### config.mk
export PLATFORM = sky130hd
export DESIGN_NAME = decode_stage_hazard
export DESIGN_NICKNAME = d
export VERILOG_FILES = /design/src/rtl/decode_pkg.sv /design/src/rtl/register_file_param.sv /design/src/rtl/decode_stage_hazard.sv
export SDC_FILE = /design/constraint.sdc
export NUM_CORES = 2
export LEC_CHECK = 0
export ABC_AREA = 0
export CORE_UTILIZATION = 55
export DETAILED_ROUTE_END_ITERATION = 8
export MAX_ROUTING_LAYER = met4
export PLACE_DENSITY = 0.74
export SYNTH_ARGS = -nofsm -noshare
export SYNTH_HDL_FRONTEND = slang
export SYNTH_SLANG_ARGS = --single-unit
### constraint.sdc
create_clock -name clk -period 80 [get_ports clk]
set_input_delay 12 -clock clk [delete_from_list [all_inputs] [get_ports clk]]
set_output_delay 12 -clock clk [all_outputs]
set_load 0.05 [all_outputs]
### src/rtl/decode_pkg.sv
// Shared decode definitions: opcodes, ALU operation encoding and the ID/EX control bundle.
package decode_pkg;

  localparam logic [5:0] OP_RTYPE = 6'h00;
  localparam logic [5:0] OP_LW    = 6'h23;
  localparam logic [5:0] OP_SW    = 6'h2B;
  localparam logic [5:0] OP_BEQ   = 6'h04;
  localparam logic [5:0] OP_BNE   = 6'h05;
  localparam logic [5:0] OP_J     = 6'h02;
  localparam logic [5:0] OP_ADDI  = 6'h08;
  localparam logic [5:0] OP_ANDI  = 6'h0C;
  localparam logic [5:0] OP_ORI   = 6'h0D;
  localparam logic [5:0] OP_SLTI  = 6'h0A;

  // ALU_FUNCT tells EX to take the operation from the R-type funct field.
  localparam logic [3:0] ALU_ADD   = 4'h0;
  localparam logic [3:0] ALU_SUB   = 4'h1;
  localparam logic [3:0] ALU_AND   = 4'h2;
  localparam logic [3:0] ALU_OR    = 4'h3;
  localparam logic [3:0] ALU_SLT   = 4'h4;
  localparam logic [3:0] ALU_FUNCT = 4'h8;

  typedef struct packed {
    logic       valid;
    logic       memToReg;
    logic       regWrite;
    logic       memWrite;
    logic       memRead;
    logic [3:0] aluOp;
    logic       aluSrc;
    logic       regDst;
  } id_ex_ctrl_t;

  function automatic id_ex_ctrl_t decode_ctrl(input logic [5:0] opcode);
    id_ex_ctrl_t c;
    c = '0;
    case (opcode)
      OP_RTYPE: begin c.regWrite = 1'b1; c.regDst = 1'b1; c.aluOp = ALU_FUNCT; end
      OP_LW: begin
        c.memToReg = 1'b1; c.regWrite = 1'b1; c.memRead = 1'b1;
        c.aluSrc = 1'b1; c.aluOp = ALU_ADD;
      end
      OP_SW:   begin c.memWrite = 1'b1; c.aluSrc = 1'b1; c.aluOp = ALU_ADD; end
      OP_BEQ,
      OP_BNE:  c.aluOp = ALU_SUB;
      OP_J:    ;
      OP_ADDI: begin c.regWrite = 1'b1; c.aluSrc = 1'b1; c.aluOp = ALU_ADD; end
      OP_ANDI: begin c.regWrite = 1'b1; c.aluSrc = 1'b1; c.aluOp = ALU_AND; end
      OP_ORI:  begin c.regWrite = 1'b1; c.aluSrc = 1'b1; c.aluOp = ALU_OR;  end
      OP_SLTI: begin c.regWrite = 1'b1; c.aluSrc = 1'b1; c.aluOp = ALU_SLT; end
      default: ;
    endcase
    return c;
  endfunction

endpackage

### src/rtl/register_file_param.sv
// Two-read, one-write register file; entry 0 is hardwired to zero.
module register_file_param #(
  parameter int DATA_WIDTH     = 32,
  parameter int REG_ADDR_WIDTH = 5,
  parameter int WRITE_FIRST    = 1
) (
  input  logic                      clk,
  input  logic                      reset,
  input  logic [REG_ADDR_WIDTH-1:0] read_addr_a,
  input  logic [REG_ADDR_WIDTH-1:0] read_addr_b,
  output logic [DATA_WIDTH-1:0]     read_data_a,
  output logic [DATA_WIDTH-1:0]     read_data_b,
  input  logic                      write_en,
  input  logic [REG_ADDR_WIDTH-1:0] write_addr,
  input  logic [DATA_WIDTH-1:0]     write_data
);

  logic [DATA_WIDTH-1:0] regs [2**REG_ADDR_WIDTH];

  always_ff @(posedge clk or posedge reset) begin
    if (reset) begin
      for (int i = 0; i < 2**REG_ADDR_WIDTH; i++) regs[i] <= '0;
    end else if (write_en && write_addr != '0) begin
      regs[write_addr] <= write_data;
    end
  end

  // Zero index wins over the bypass so a write to $0 never leaks through.
  always_comb begin
    read_data_a = '0;
    if (read_addr_a != '0) begin
      if (WRITE_FIRST != 0 && write_en && write_addr == read_addr_a) read_data_a = write_data;
      else read_data_a = regs[read_addr_a];
    end
  end

  always_comb begin
    read_data_b = '0;
    if (read_addr_b != '0) begin
      if (WRITE_FIRST != 0 && write_en && write_addr == read_addr_b) read_data_b = write_data;
      else read_data_b = regs[read_addr_b];
    end
  end

endmodule

### src/rtl/decode_stage_hazard.sv
// MIPS decode stage: register file, hazard detection, early branch resolution
// with MEM forwarding, and the ID/EX pipeline register.
module decode_stage_hazard
  import decode_pkg::*;
#(
  parameter int DATA_WIDTH      = 32,
  parameter int REG_ADDR_WIDTH  = 5,
  parameter int WRITE_FIRST     = 1,
  parameter int STALL_CNT_WIDTH = 16
) (
  input  logic                       clk,
  input  logic                       reset,
  input  logic                       ifIdValidInput,
  input  logic [31:0]                instructionInput,
  input  logic [DATA_WIDTH-1:0]      pc4Input,
  input  logic                       exRegWriteInput,
  input  logic                       exMemReadInput,
  input  logic [REG_ADDR_WIDTH-1:0]  exRdInput,
  input  logic                       memRegWriteInput,
  input  logic                       memMemReadInput,
  input  logic [REG_ADDR_WIDTH-1:0]  memRdInput,
  input  logic [DATA_WIDTH-1:0]      memAluResultInput,
  input  logic                       regWriteInput,
  input  logic [REG_ADDR_WIDTH-1:0]  writeRegisterInput,
  input  logic [DATA_WIDTH-1:0]      writeDataInput,
  output logic                       stallOutput,
  output logic                       ifFlushOutput,
  output logic                       pcRedirectOutput,
  output logic [DATA_WIDTH-1:0]      pcTargetOutput,
  output logic                       idExValidOutput,
  output logic                       memToRegOutput,
  output logic                       regWriteOutput,
  output logic                       memWriteOutput,
  output logic                       memReadOutput,
  output logic                       aluSrcOutput,
  output logic                       regDstOutput,
  output logic [3:0]                 aluOpOutput,
  output logic [DATA_WIDTH-1:0]      dataRsOutput,
  output logic [DATA_WIDTH-1:0]      dataRtOutput,
  output logic [DATA_WIDTH-1:0]      immediateExtendedOutput,
  output logic [REG_ADDR_WIDTH-1:0]  addressRsOutput,
  output logic [REG_ADDR_WIDTH-1:0]  addressRtOutput,
  output logic [REG_ADDR_WIDTH-1:0]  addressRdOutput,
  output logic [STALL_CNT_WIDTH-1:0] stallCountOutput
);

  logic [5:0]                opcode;
  logic [REG_ADDR_WIDTH-1:0] rs, rt, rd;
  logic [DATA_WIDTH-1:0]     imm_sext, imm_zext, imm_ext;
  logic [DATA_WIDTH-1:0]     rf_rs, rf_rt, br_rs, br_rt;
  logic [DATA_WIDTH-1:0]     branch_target, jump_target;
  logic                      is_rtype, is_sw, is_beq, is_bne, is_branch, is_jump, uses_rt;
  logic                      load_use, branch_stall, stall, taken;
  id_ex_ctrl_t               ctrl_d, ctrl_q;

  assign opcode   = instructionInput[31:26];
  assign rs       = REG_ADDR_WIDTH'(instructionInput[25:21]);
  assign rt       = REG_ADDR_WIDTH'(instructionInput[20:16]);
  assign rd       = REG_ADDR_WIDTH'(instructionInput[15:11]);
  assign imm_sext = {{(DATA_WIDTH-16){instructionInput[15]}}, instructionInput[15:0]};
  assign imm_zext = {{(DATA_WIDTH-16){1'b0}}, instructionInput[15:0]};

  assign is_rtype  = opcode == OP_RTYPE;
  assign is_sw     = opcode == OP_SW;
  assign is_beq    = opcode == OP_BEQ;
  assign is_bne    = opcode == OP_BNE;
  assign is_jump   = opcode == OP_J;
  assign is_branch = is_beq || is_bne;
  assign uses_rt   = is_rtype || is_sw || is_branch;
  // Logical immediates are zero-extended so masks keep their upper bits clear.
  assign imm_ext   = (opcode == OP_ANDI || opcode == OP_ORI) ? imm_zext : imm_sext;

  register_file_param #(
    .DATA_WIDTH    (DATA_WIDTH),
    .REG_ADDR_WIDTH(REG_ADDR_WIDTH),
    .WRITE_FIRST   (WRITE_FIRST)
  ) u_regfile (
    .clk        (clk),
    .reset      (reset),
    .read_addr_a(rs),
    .read_addr_b(rt),
    .read_data_a(rf_rs),
    .read_data_b(rf_rt),
    .write_en   (regWriteInput),
    .write_addr (writeRegisterInput),
    .write_data (writeDataInput)
  );

  assign load_use = ifIdValidInput && exMemReadInput && exRdInput != '0 &&
                    (exRdInput == rs || (uses_rt && exRdInput == rt));

  assign branch_stall = ifIdValidInput && is_branch &&
                        ((exRegWriteInput && (exRdInput == rs || exRdInput == rt)) ||
                         (memMemReadInput && (memRdInput == rs || memRdInput == rt)));

  assign stall = load_use || branch_stall;

  // A MEM-stage ALU result is already final; a MEM-stage load is not, hence the stall above.
  always_comb begin
    br_rs = rf_rs;
    br_rt = rf_rt;
    if (memRegWriteInput && !memMemReadInput && memRdInput != '0) begin
      if (memRdInput == rs) br_rs = memAluResultInput;
      if (memRdInput == rt) br_rt = memAluResultInput;
    end
  end

  assign taken = (is_beq && br_rs == br_rt) || (is_bne && br_rs != br_rt);

  assign branch_target = pc4Input + (imm_sext << 2);

  always_comb begin
    jump_target       = pc4Input;
    jump_target[27:0] = {instructionInput[25:0], 2'b00};
  end

  assign pcTargetOutput   = is_jump ? jump_target : branch_target;
  assign pcRedirectOutput = ifIdValidInput && !stall && (is_jump || taken);
  assign ifFlushOutput    = pcRedirectOutput;
  assign stallOutput      = stall;

  always_comb begin
    ctrl_d       = decode_ctrl(opcode);
    ctrl_d.valid = 1'b1;
  end

  // Bubbles clear only the control bundle; operand fields keep their last value.
  always_ff @(posedge clk or posedge reset) begin
    if (reset) begin
      ctrl_q                  <= '0;
      dataRsOutput            <= '0;
      dataRtOutput            <= '0;
      immediateExtendedOutput <= '0;
      addressRsOutput         <= '0;
      addressRtOutput         <= '0;
      addressRdOutput         <= '0;
    end else if (stall || !ifIdValidInput) begin
      ctrl_q <= '0;
    end else begin
      ctrl_q                  <= ctrl_d;
      dataRsOutput            <= rf_rs;
      dataRtOutput            <= rf_rt;
      immediateExtendedOutput <= imm_ext;
      addressRsOutput         <= rs;
      addressRtOutput         <= rt;
      addressRdOutput         <= rd;
    end
  end

  always_ff @(posedge clk or posedge reset) begin
    if (reset) stallCountOutput <= '0;
    else if (stall && stallCountOutput != '1) stallCountOutput <= stallCountOutput + 1'b1;
  end

  assign idExValidOutput = ctrl_q.valid;
  assign memToRegOutput  = ctrl_q.memToReg;
  assign regWriteOutput  = ctrl_q.regWrite;
  assign memWriteOutput  = ctrl_q.memWrite;
  assign memReadOutput   = ctrl_q.memRead;
  assign aluOpOutput     = ctrl_q.aluOp;
  assign aluSrcOutput    = ctrl_q.aluSrc;
  assign regDstOutput    = ctrl_q.regDst;

endmodule

==> Yosys cells after proc, flatten, opt, wreduce, memory -nomap -nowiden <==
Cells that the tools add are included.
{ "totals": {"latchBits": 0, "out_inout_bits": 173, "ram_bits": 0, "inputBits": 151, "wordCells": 143, "rom_bits": 0, "mem_count": 0, "ff_bits": 1162} }
{ "classes": {"n_addsub": 2, "shifts": 0, "div_mod_pow": 0, "n_lt_le_gt_ge": 4, "n_eq_ne": 18, "reduce_logical": 43, "n_mul": 0, "n_bitwise": 3, "mux": 26} }
{ "op_table": {"columns": ["operator", "count"], "rows": [
  ["1024-bit bitwise mux", 1],
  ["32-bit 2-to-1 mux", 15],
  ["32-bit binary-select mux with 5-bit select", 2],
  ["32-bit demux with 5-bit select", 1],
  ["32-bit adder", 1],
  ["32-bit == test", 1],
  ["32-bit != test", 1],
  ["5-bit == test", 6],
  ["5-bit nonzero test", 5],
  ["6-bit by 4-bit == test with 1-bit output, second input constant", 4],
  ["4-bit case mux with 5 select lines", 1],
  ["1-bit logical AND", 19],
  ["6-bit >= comparator, second input constant", 3],
  ["5-bit NOT with 6-bit output", 3],
  ["16-bit by 1-bit adder with 16-bit output, second input constant", 1],
  ["16-bit != test, second input constant", 1],
  ["6-bit by 3-bit == test with 1-bit output, second input constant", 2],
  ["6-bit == test, second input constant", 2],
  ["1-bit logical OR", 12],
  ["6-bit OR reduction", 2],
  ["11-bit 2-to-1 mux", 1],
  ["6-bit by 2-bit == test with 1-bit output, second input constant", 1],
  ["6-bit logical NOT", 1],
  ["6-bit by 1-bit < comparator with 1-bit output, second input constant", 1],
  ["other kinds (3)", 9]
]} }

==> Depth between registers and ports, before layout <==
{ "depth": {"ltp_word": 13, "ltp_mapped": 19, "ltp_nobuf": 15} }

==> By module <==
Synthesis repeated with hierarchy kept, for this count alone.
{ "hier_totals": {"hier_cells": 4794, "hier_area_um2": 63390.8} }
{ "modules_own_cells": {"columns": ["module", "cells_each", "area_per_inst_um2", "instances"], "rows": [
  ["register_file_param", 3740, 54928.9, 1],
  ["decode_stage_hazard", 1054, 8461.9, 1]
]} }

==> Worst setup path after synthesis <==
No wires, ideal clock.
{ "synth_timing": {"path_kind": "input to output", "start": "input port instructionInput[0]", "end": "output port pcTargetOutput[30]", "cell_stages": 15, "t_arrival_ns": 15.610, "slack_ns": 52.390, "path_buffers": 0, "cell_sequence": "ha_1 -> inv_1 -> fa_1 -> nor2b_1 -> o21ai_0 -> a21boi_0 -> o211ai_1 -> a21oi_1 -> a311o_1 -> a311oi_1 -> o21ai_0 -> a2111oi_0 -> a21oi_1 -> xnor2_1 -> a21oi_1"} }
{ "synth_between": {"elab_chain_cells": 2} }
{ "synth_lines": {"columns": ["element", "line_no", "text"], "rows": [
  ["start: declaration", "decode_stage_hazard.sv:14", "input logic [31:0] instructionInput,"],
  ["32-bit adder", "decode_stage_hazard.sv:110", "assign branch_target = pc4Input + (imm_sext << 2);"],
  ["32-bit 2-to-1 mux", "decode_stage_hazard.sv:117", "assign pcTargetOutput = is_jump ? jump_target : branch_target;"],
  ["end: declaration", "decode_stage_hazard.sv:29", "output logic [DATA_WIDTH-1:0] pcTargetOutput,"]
]} }
No other way between the ends.

==> Worst setup path in the final report <==
{ "layout_timing": {"start": "input port instructionInput[16]", "end": "output port ifFlushOutput"} }
{ "layout_between": {"elab_chain_cells": 13, "word_cells_on_any_way": 32, "classes_between": "eq/ne: 5; mux: 7; bitwise: 1; reduce/logical: 19"} }
{ "layout_lines": {"columns": ["element", "line_no", "text"], "rows": [
  ["5-bit NOT with 6-bit output (implied by the code)", "register_file_param.sv:41", "else read_data_b = regs[read_addr_b];"],
  ["32-bit binary-select mux with 5-bit select", "register_file_param.sv:41", null],
  ["32-bit 2-to-1 mux (implied by the code) (2 in a row)", "register_file_param.sv:41", null],
  ["32-bit 2-to-1 mux", "register_file_param.sv:40", "if (WRITE_FIRST != 0 && write_en && write_addr == read_addr_b) read_data_b = write_data;"],
  ["32-bit 2-to-1 mux", "register_file_param.sv:39", "if (read_addr_b != '0) begin"],
  ["32-bit 2-to-1 mux", "decode_stage_hazard.sv:104", "if (memRdInput == rt) br_rt = memAluResultInput;"],
  ["32-bit 2-to-1 mux", "decode_stage_hazard.sv:102", "if (memRegWriteInput && !memMemReadInput && memRdInput != '0) begin"],
  ["32-bit == test / 32-bit != test (equally long branches)", "decode_stage_hazard.sv:108", "assign taken = (is_beq && br_rs == br_rt) || (is_bne && br_rs != br_rt);"],
  ["1-bit logical AND", "decode_stage_hazard.sv:108", null],
  ["1-bit logical OR", "decode_stage_hazard.sv:108", null],
  ["1-bit logical OR", "decode_stage_hazard.sv:118", "assign pcRedirectOutput = ifIdValidInput && !stall && (is_jump || taken);"],
  ["1-bit logical AND (*)", "decode_stage_hazard.sv:118", null],
  ["end: declaration", "decode_stage_hazard.sv:27", "output logic ifFlushOutput,"]
]} }
Mark *: on every way between the ends. The rest lies on a longest branch, timed or not. The select of a mux whose other input is x is not followed.

==> impl_results.md <==
- FP Rows: between 100 and 150
- Most frequent cell after synthesis: dfrtp_1
- RSZ-0062 raised after global routing: no
- Clk_skew: 20.6 ps
- Top post-synthesis cells by area: dfrtp_1, mux2_2, mux4_2
- Number of antenna violations at the first check in global routing: 11
- Core area: about 110,000 µm²
- Critical path launch point type: primary input
- Worst VDD drop: 0.0203 mV
- Slew HR: -0.446%
- Maxcap violations: 0
- CP Class: primary input to output pin
- CTS tree: done
- Highest achievable clock rate: 32.6 MHz
- Final Hold Fails: 0
- GRT Util Overall: 38.2%
- CP Data Arrival Time: about 19,000 ps
- Critical path startpoint: instructionInput[16]
- Initial detailed-routing violation count: slightly below 6,000
- Seq/Total Area, Yosys: around 45%
- Syn-to-layout area delta: 12.9%
- Fraction of layout cells with a size suffix above 1: 39.4%
- Area of the multi-input gates: between 30,000 and 40,000 µm²
- Req. time, crit path: approximately 68,000 ps
- Mapped Nets: 4,856
- Avg Vias per Cell: a little over 7
- Root Driver: clkbuf_16
- Total grt overflow: 0
- Top cells by count, synth: dfrtp_1, mux2_2, mux4_2
- Initial DRT Pass Iterations: 9
- Setup Fix Bufs, Post-CTS: 0
- Synth async-reset ratio: between 90% and 100%
- Nature of the critical path endpoint: output pin
- Total length of routed wires: around 220,000 µm
- Fillers: 8,493
- Total CTS buffers: between 100 and 150
- HPWL after DPL: 132,000 µm
- Yosys cell types: 91
- Largest net degree at the start of global routing: 174
- Reg2reg start: u_regfile.regs[667]
- Mapped Area: ~63,000 µm²
- Post-Route Setup TNS: 0 ps
- Final core occ: 62.6%
- Final Max Tran Viols: 4
- Share of Yosys cell area claimed by the top area cell type: 45.0%
- Yosys warnings: 0
- Vias in the first global route: ~46,000
- FF+latch count, synth: 1,140
- Die width: between 300 and 400 µm
- Critical R2R Capture: dataRtOutput[27]
- Clock slew at reported path FFs: around 60 ps
- PD cells: 25.4 nW/µm²
- Storage cell area: 28,500 µm²
- Nets@finish: between 4,000 and 5,000
- Final setup fails: 0
- Number of enable flip-flop cells after synthesis: 0
- Worst min path class: flip-flop to flip-flop
- Drt wl/cell: approximately 34 µm
- Top cell type by total area after synthesis: dfrtp_1
- Initial Util: between 50 and 60%
- IO Pins: 324
- Vias: 45,800
- Tot Pwr: 1.82 mW
- Synth Instances: 4,674
- Worst reg2reg path depth: 5
- Hold Slack: 400 ps
- Die Ht: about 340 µm
- Port Buffers: between 300 and 400
- Critical Path End: ifFlushOutput
- Mean area per synthesized cell: 13.6 µm²
- Status: complete, but fails checks
- Failing checks: max-slew violations
- Worst reg2reg setup slack: approximately 77,000 ps
- Measured slew at the worst slew-check pin: 1510 ps
- Maximum root-to-sink buffer count: 3
- Post-cts repair resize count: 0
- Worst Path Max Fanout: 80
- Worst-skew pair later-pin latency: 720 ps
- Cts-stage hold buffer count: 0
- Fin crit period: between 30,000 and 40,000 ps
- RePlAce Congestion: 0.942
- Leakage dissipation: 30.7 nW
- Antenna Nets Post-Route: 0
- First-pass GRT wire length: 317,000 µm
- Remaining DRCs: 0
- Ys flop type: dfrtp_1
- CTS sink count: 1,140
- H-Tree Depth: 3
- Die area: around 120,000 µm²
- Final period utilization: 38.4%
sequential cells by signal, summed over array words and instances, names as in the netlist:
name / flops
aluOpOutput: 4
dataRsOutput: 32
stallCountOutput: 16
regWriteOutput: 1
immediateExtendedOutput: 17
u_regfile.regs: 1024
addressRsOutput: 5
aluSrcOutput: 1
addressRtOutput: 5
memReadOutput: 1
dataRtOutput: 32
idExValidOutput: 1
memWriteOutput: 1
layout by cell type (no fill, tap or decap), types with 31 or more instances in the layout:
cell type | netlist | final
dfrtp_1 | 1140 | 1140
mux2_2 | 1048 | 1048
mux4_2 | 424 | 424
clkdlybuf4s50_1 | 0 | 313
nand2_1 | 266 | 250
mux2i_1 | 211 | 211
buf_4 | 60 | 133
clkbuf_16 | 0 | 122
o21ai_0 | 88 | 88
a21oi_1 | 75 | 74
nor2_1 | 84 | 66
o22ai_1 | 53 | 53
o221ai_1 | 53 | 53
xnor2_1 | 52 | 52
xor2_1 | 51 | 51
a22oi_1 | 51 | 51
a22o_1 | 40 | 40
nor3_1 | 33 | 32
clkbuf_8 | 0 | 31
cells by family after synthesis:
kind of cell | after synthesis | share of synthesized area, %
buffers and inverters | 526 | 4.27
AO/OA/AOI/OAI | 619 | 7.36
XOR/XNOR | 103 | 1.42
adder cells (fa/ha/maj) | 31 | 0.624
AND/OR/NAND/NOR | 567 | 4.21
flip-flops | 1140 | 45.0
multiplexers | 1688 | 37.1
worst max-delay path, cell delays in order:
cell and delay [ps]:
buf_8 430, buf_4 750, buf_4 720, buf_12 530, nand2_1 350, o32ai_1 450
o32ai_1 140, o41ai_2 750, xor2_1 150, o22ai_1 190, a21oi_1 80, a2111oi_1 410
nand4_1 250, nor2_1 200, o21ai_1 120, mux2_4 330, clkdlybuf4s50_1 700
routing by layer:
layer	GRT usage, %	share of wire, %	vias to the layer above
met5	-	0	-
met4	18.7	5.5	0
met3	11.1	13	702
met2	54.6	44	3326
met1	50.0	37	23700
li1	-	-	18000
worst min path at each step:
stage	from	endpoint	cells after the start
2_1_floorplan	u_regfile.regs[1009]	u_regfile.regs[1009]	1
3_3_place_gp	u_regfile.regs[1019]	u_regfile.regs[1019]	0
3_5_place_dp	u_regfile.regs[1009]	u_regfile.regs[1009]	0
4_1_cts	u_regfile.regs[1014]	u_regfile.regs[1014]	0
5_1_grt	u_regfile.regs[1011]	u_regfile.regs[1011]	0
6_report	u_regfile.regs[1011]	u_regfile.regs[1011]	0
per-stage QoR:
step / instance area (µm²) / setup WS [ps] / instances
floorplan: 63400 / 35890 / 4674
detailed placement: 67200 / 49380 / 6138
finish: 71600 / 49320 / 6371
global route: 71600 / 48990 / 6369
CTS: 71600 / 49350 / 6362
global placement: 67200 / 49530 / 6138
final cells by class:
| cell class | count | share of cell area [%] |
|---|---|---|
| multi-input cells | 3008 | 45.3 |
| inverters | 22 | 0.126 |
| diodes | 9 | 0.0315 |
| clock inverters | 54 | 1.15 |
| repair buffers | 456 | 5.98 |
| well taps | 1512 | 2.64 |
| flip-flops and latches | 1140 | 39.8 |
| clock buffers | 170 | 4.95 |
power by group:
part           total (mW)  internal (mW)  switching, mW
logic               0.437          0.220          0.217
clock network       0.619          0.374          0.245
registers           0.764          0.683         0.0811
(Power assumes the default switching activity.)
